**src/rtl/mode_controller.sv**
```systemverilog
// Two-key front end: synchronizes and debounces active-low pushbuttons, turns
// debounced presses into single-cycle events, and steps a 2-bit mode register.
module mode_controller #(
    parameter int DEBOUNCE_CYCLES = 500000,
    parameter int CNT_W           = 20,
    parameter int NUM_MODES       = 4
) (
    input  logic       clk,
    input  logic       rst_n,
    input  logic [1:0] key,
    output logic [1:0] mode_select,
    output logic       mode_change,
    output logic [1:0] key_pressed
);

    localparam logic [CNT_W-1:0] CNT_LAST = CNT_W'(DEBOUNCE_CYCLES - 1);
    localparam logic [1:0]       MODE_MAX = 2'(NUM_MODES - 1);

    logic [1:0]       sync1_q;
    logic [1:0]       ks_q;
    logic [CNT_W-1:0] cnt_q [2];
    logic [CNT_W-1:0] cnt_d [2];
    logic [1:0]       level_q;        // debounced raw level, 0 = held
    logic [1:0]       level_d;
    logic [1:0]       pressed;
    logic [1:0]       pressed_prev_q;
    logic [1:0]       press;
    logic [1:0]       mode_q;
    logic [1:0]       mode_d;
    logic             change_q;
    logic             change_d;

    // Released keys read as 1, so the synchronizer resets high to avoid a
    // phantom press right after reset.
    always_ff @(posedge clk or negedge rst_n) begin
        if (!rst_n) begin
            sync1_q <= 2'b11;
            ks_q    <= 2'b11;
        end else begin
            // NOTE: non-blocking assignments make every flop sample the
            // pre-edge value, which is what builds a real two-stage chain.
            sync1_q <= key;
            ks_q    <= sync1_q;
        end
    end

    always_comb begin
        // NOTE: every output of a combinational block gets a default first so
        // no path leaves it unassigned and infers a latch.
        level_d = level_q;
        for (int i = 0; i < 2; i++) begin
            cnt_d[i] = '0;
            if (ks_q[i] != level_q[i]) begin
                if (cnt_q[i] == CNT_LAST) begin
                    level_d[i] = ks_q[i];
                end else begin
                    cnt_d[i] = cnt_q[i] + 1'b1;
                end
            end
        end
    end

    always_ff @(posedge clk or negedge rst_n) begin
        if (!rst_n) begin
            level_q        <= 2'b11;
            pressed_prev_q <= 2'b00;
            for (int i = 0; i < 2; i++) begin
                cnt_q[i] <= '0;
            end
        end else begin
            level_q        <= level_d;
            pressed_prev_q <= pressed;
            for (int i = 0; i < 2; i++) begin
                cnt_q[i] <= cnt_d[i];
            end
        end
    end

    assign pressed = ~level_q;
    assign press   = pressed & ~pressed_prev_q;

    always_comb begin
        mode_d = mode_q;
        case (press)
            2'b11:   mode_d = 2'd0;
            2'b01:   mode_d = (mode_q == MODE_MAX) ? 2'd0 : mode_q + 2'd1;
            2'b10:   mode_d = (mode_q == 2'd0) ? MODE_MAX : mode_q - 2'd1;
            default: mode_d = mode_q;
        endcase
        change_d = (mode_d != mode_q);
    end

    always_ff @(posedge clk or negedge rst_n) begin
        if (!rst_n) begin
            mode_q   <= 2'd0;
            change_q <= 1'b0;
        end else begin
            mode_q   <= mode_d;
            change_q <= change_d;
        end
    end

    assign mode_select = mode_q;
    assign mode_change = change_q;
    assign key_pressed = pressed;

endmodule

```
**config.mk**
```make
export PLATFORM = sky130hd
export DESIGN_NAME = mode_controller
export DESIGN_NICKNAME = d
export VERILOG_FILES = /design/src/rtl/mode_controller.sv
export SDC_FILE = /design/constraint.sdc
export NUM_CORES = 1
export LEC_CHECK = 0
export CAP_MARGIN = 0
export CORE_ASPECT_RATIO = 1.25
export CORE_MARGIN = 1.5
export CORE_UTILIZATION = 54
export CTS_CLUSTER_DIAMETER = 100
export DETAILED_ROUTE_END_ITERATION = 8
export MAX_ROUTING_LAYER = met4
export PLACE_DENSITY_LB_ADDON = 0.3
export SLEW_MARGIN = 20
export SYNTH_ARGS = -nofsm -noshare
export SYNTH_HDL_FRONTEND = slang
export SYNTH_SLANG_ARGS = --single-unit
```
**constraint.sdc**
```tcl
create_clock -name clk -period 1.74 [get_ports clk]
set_input_delay 0.348 -clock clk [delete_from_list [all_inputs] [get_ports clk]]
set_output_delay 0.348 -clock clk [all_outputs]
set_load 0.1 [all_outputs]
```
; After elaboration in Yosys (flattened, before gate mapping)
; Index checks and enable logic that the tools add are counted.
[totals]
out_inout_bits = 5
wordCells = 35
ff_bits = 51
[classes]
eq_ne = 9
muxes = 7
add_sub_neg = 4
reduce_logical = 3
bitwise = 3
[ops]
columns = cell, count
row1 = 2-to-1 mux 20 bit, 4
row2 = "adder 20 x 1 -> 20 bit, second input constant", 2
row3 = "equality test 20 x 19 -> 1 bit, second input constant", 2
row4 = "equality test 2 bit, second input constant", 3
row5 = case mux 2 bit (3 select lines), 1
row6 = 2-to-1 mux 2 bit, 2
row7 = NOT 2 bit, 2
row8 = AND reduction 2 bit, 2
row9 = "adder 2 x 1 -> 2 bit, second input constant", 1
row10 = bitwise AND 2 bit, 1
row11 = "equality test 2 x 1 -> 1 bit, second input constant", 1
row12 = zero test 2 bit, 1
row13 = != test 1 bit, 2
row14 = != test 2 bit, 1
row15 = "subtractor 2 x 1 -> 2 bit, second input constant", 1

; Longest topological paths before layout
[depth]
ltp_word = 5
mapped_depth = 6
mapped_depth_nobuf = 6

; Worst setup path after synthesis
; OpenSTA, ideal clock, no wires.
[synth_path]
path_type = register to register
from = reg mode_q[0], in the netlist mode_select[0]
to = reg change_q, in the netlist mode_change
t_required_ns = 1.644
synth_period_minus_slack_ns = 2.059
arrival_ns = 1.964
slack_ns = -0.319
path_stages_with_launch = 6
path_cell_list = dfrtp_1 -> inv_1 -> ha_1 -> o211ai_1 -> a22oi_1 -> o31ai_1
[synth_between]
elab_chain_cells = 4
[synth_lines]
columns = item, line_no
row1 = from (decl), 28  ; logic [1:0] mode_q;
row2 = from (signal assigned), 98  ; mode_q <= mode_d;
row3 = "subtractor 2 x 1 -> 2 bit, or another cell as far along", 87  ; 2'b10: mode_d = (mode_q == 2'd0) ? MODE_MAX : mode_q - 2'd1;
row4 = "2-to-1 mux 2 bit, on equally long branches", "87, 86"
row5 = case mux 2 bit (3 select lines), 84  ; case (press)
row6 = != test 2 bit (*), 90  ; change_d = (mode_d != mode_q);
row7 = via change_d, 31  ; logic change_d;
row8 = to (signal assigned), 99  ; change_q <= change_d;
row9 = to (decl), 30  ; logic change_q;
; Mark *: on every way through the listed nets, which the timed path passes. The rest lies on a longest branch.
; A chain may end at the register's enable or synchronous reset.

; Final worst setup path
[layout_path]
from = reg cnt_q[7] (netlist name)
to = reg level_q[1]
[layout_between]
elab_chain_cells = 2
[layout_lines]
columns = item, line_no
row1 = from (decl), 21  ; logic [CNT_W-1:0] cnt_q [2];
row2 = "from (signal, indexed assignment)", 74  ; cnt_q[i] <= cnt_d[i];
row3 = equality test 20 x 19 -> 1 bit, 54  ; if (cnt_q[i] == CNT_LAST) begin
row4 = AND reduction 2 bit (no source line), n/a
row5 = to (signal assigned), 71  ; level_q <= level_d;
row6 = to (decl), 23  ; logic [1:0] level_q;
; No other way between the ends.

==> impl_metrics.py <==
metrics = {
    "status": {
        "status": "complete, no violations",
    },
    "pwr": {
        "ir_worst_vdd_mv": 0.472,
        "power_density_nw_per_um2": 648,
        "leakage_nw": 1.22,
    },
    "critical_path": {
        "arrival_ns": 1.92,
        "crit_required_ns": 1.97,
        "max_stage_delay_ns": 0.38,
        "crit_slowest_cell": "dfrtp_1",
        "end_kind": "register",
        "path_max_fanout": 4,
        "cp_top_family": "simple AND/OR/NAND/NOR gates",
        "r2r_slack_ns": 0.05,
        "crit_chain": "or3_1 > or3_4 > nor2_4 > mux2_2",
        "critical_path.startpoint_type": "register",
        "critPathBufInv": 0,
        "path_class": "register to register",
    },
    "clock_network": {
        "cts_buffers": 5,
        "clkTransAtPathRegs_ns": 0.09,
        "clk_latency_ns": 0.30,
        "cts_sinks": 51,
        "clock-root-buffer": "clkbuf_8",
        "cts_tree": "yes",
        "htree_levels": 2,
        "clock_path_buffers": 2,
    },
    "cells_and_area": {
        "final_common_cell": "dfrtp_1",
        "nets": 291,
        "final.fill_count": 330,
        "num_antenna_cells": 0,
        "mostFrequentLayoutCells": "dfrtp_1 (43), nor2_1 (42), xnor2_1 (24)",
        "area_growth_pct": 17.8,
        "post-route-util": 0.676,
        "drive_above_1_share": 0.208,
    },
    "grt": {
        "grt_max_degree": 36,
        "grt_pass1_wl_mm": 8.66,
        "grt_pass1_vias": 1962,
        "grt_use_met2": 0.390,
        "grtUsageTotal": 0.221,
        "busiest_layer": "met2",
        "antenna_found_initial": 0,
        "overflow": 0,
        "use_met1": 0.244,
        "grtUsageMet3": 0.0406,
    },
    "timing": {
        "finalHoldViolCount": 0,
        "rsz0062_at_grt": "true",
        "whs_ns": 0.362,
        "setup_viol": 0,
        "fin_crit_sh": 0.969,
        "fin_crit_ns": 1.69,
        "setup_tns_ns": 0,
        "setup_slack_ns": 0.0548,
        "skew_ns": 0.00733,
        "clock.fmax_mhz": 593,
        "slew_headroom": 0.685,
        "tightest_slew_ns": 0.469,
        "slew_viol_final": 0,
    },
    "floorplan": {
        "initial_core_util": 0.574,
        "rows": 27,
        "die_h_um": 80.2,
        "dieArea_um2": 5200,
        "coreArea_um2": 4490,
        "ios": 9,
        "die_w_um": 64.8,
    },
    "route": {
        "antenna_left": 0,
        "drc": 0,
        "drt_iter0_drc": 135,
        "wire_per_inst_um": 14.0,
        "vias": 1931,
        "first_pass_iters": 4,
        "post_drt_via_cell_ratio": 5.65,
        "totalWireLength_mm": 4.78,
    },
    "logic_synthesis": {
        "synthArstFlopShare": 1.00,
        "syn_area_per_cell_um2": 10.2,
        "synth-main-ff-cell": "dfrtp_1",
        "synth.yosys.seq_area_share": 0.498,
        "synth-edff-count": 0,
        "synth.cell_area_um2": 2580,
        "synth_cells": 252,
        "synth.distinct_cells": 43,
        "synth_fp_nets": 260,
        "synth_seq_cells": 51,
        "yosysWarnings": 0,
    },
    "min_path": {
        "hold_path_class": "register to register",
    },
    "placed_design": {
        "portBuffers": 8,
        "place.gp.congestion": 0.926,
        "place_ws_ns": 0.0650,
        "hpwl_mm": 3.47,
    },
    "job": {
        "cap_violations": 0,
    },
}
Yosys cell counts, types with 3 or more instances:
master | number | area, um^2
nand2_1 | 9 | 33.8
dfrtp_1 | 45 | 1130
nand3_1 | 12 | 60.1
nor4_1 | 8 | 50.1
dfstp_2 | 6 | 158
or3_1 | 5 | 31.3
xnor2_1 | 24 | 210
xor2_1 | 6 | 52.6
mux2i_1 | 3 | 30.0
a21oi_1 | 8 | 40.0
nor3_1 | 9 | 45.0
nor2_1 | 42 | 158
nand4_1 | 13 | 81.3
o21ai_0 | 6 | 30.0
inv_1 | 15 | 56.3
ha_1 | 4 | 50.1
kinds of logic after synthesis:
logic type	after synthesis	share of synthesized area
mux	5	0.0204
simple gates	119	0.259
fa+ha+maj	4	0.0194
flops	51	0.498
compound gates	24	0.0660
buf+inv	19	0.0349
xor+xnor	30	0.102
metal layers:
layer	up-vias	part of all wire	routed length [um]
met5	-	0	0
met2	47	0.53	2540
li1	940	-	-
met3	9	0.042	201
met1	935	0.41	1940
met4	0	0.022	104
stage by stage:
| step | instances | area [um^2] | power (W) |
|---|---|---|---|
| 6_report | 342 | 3040 | 0.00197 |
| 5_1_grt | 342 | 3040 | 0.00205 |
| 4_1_cts | 342 | 3000 | 0.00199 |
| 3_5_place_dp | 333 | 2900 | 0.00134 |
| 3_3_place_gp | 333 | 2900 | 0.00133 |
| 2_1_floorplan | 252 | 2580 | 0.00128 |
where the power goes:
group          internal, W  leakage, nW   total, W  switching, W
combinational    0.0000429        0.506  0.0000975     0.0000546
sequential         0.00120        0.673    0.00122     0.0000172
clock             0.000281       0.0412   0.000649      0.000368
total              0.00153         1.22    0.00197      0.000439
registers in the layout (all words and copies together), names as in the netlist:
signal          count
cnt_q              40
ks_q                2
mode_change         1
mode_select         2
pressed_prev_q      2
sync1_q             2
level_q             2
cell type report:
class | instances | area (um^2) | area share
inverter | 15 | 56.3 | 0.0185
sequential | 51 | 1290 | 0.424
timing repair buffer | 28 | 290 | 0.0956
clock buffer | 6 | 72.6 | 0.0239
multi-input combinational | 182 | 1250 | 0.410
tap | 58 | 72.6 | 0.0239
clock inverter | 2 | 12.5 | 0.00412
path summary, 6_finish.rpt:
path | start | to | cells past startpoint
worst max register to register | cnt_q[7] | level_q[1] | 4
worst max-delay path | cnt_q[7] | level_q[1] | 4
min in group asynchronous | rst_n | pressed_prev_q[0] | 2
max in group asynchronous | rst_n | level_q[1] | 3
worst min register to register | sync1_q[1] | ks_q[1] | 0
worst min-delay path | sync1_q[1] | ks_q[1] | 0
what timing repair did:
action	CTS	global route
hold buffers	1	0
gates resized for setup	0	6
endpoints found under the setup margin	0	15
buffers inserted	0	0
endpoints found under the hold margin	13	0
Power figures use the tool's default switching activity.
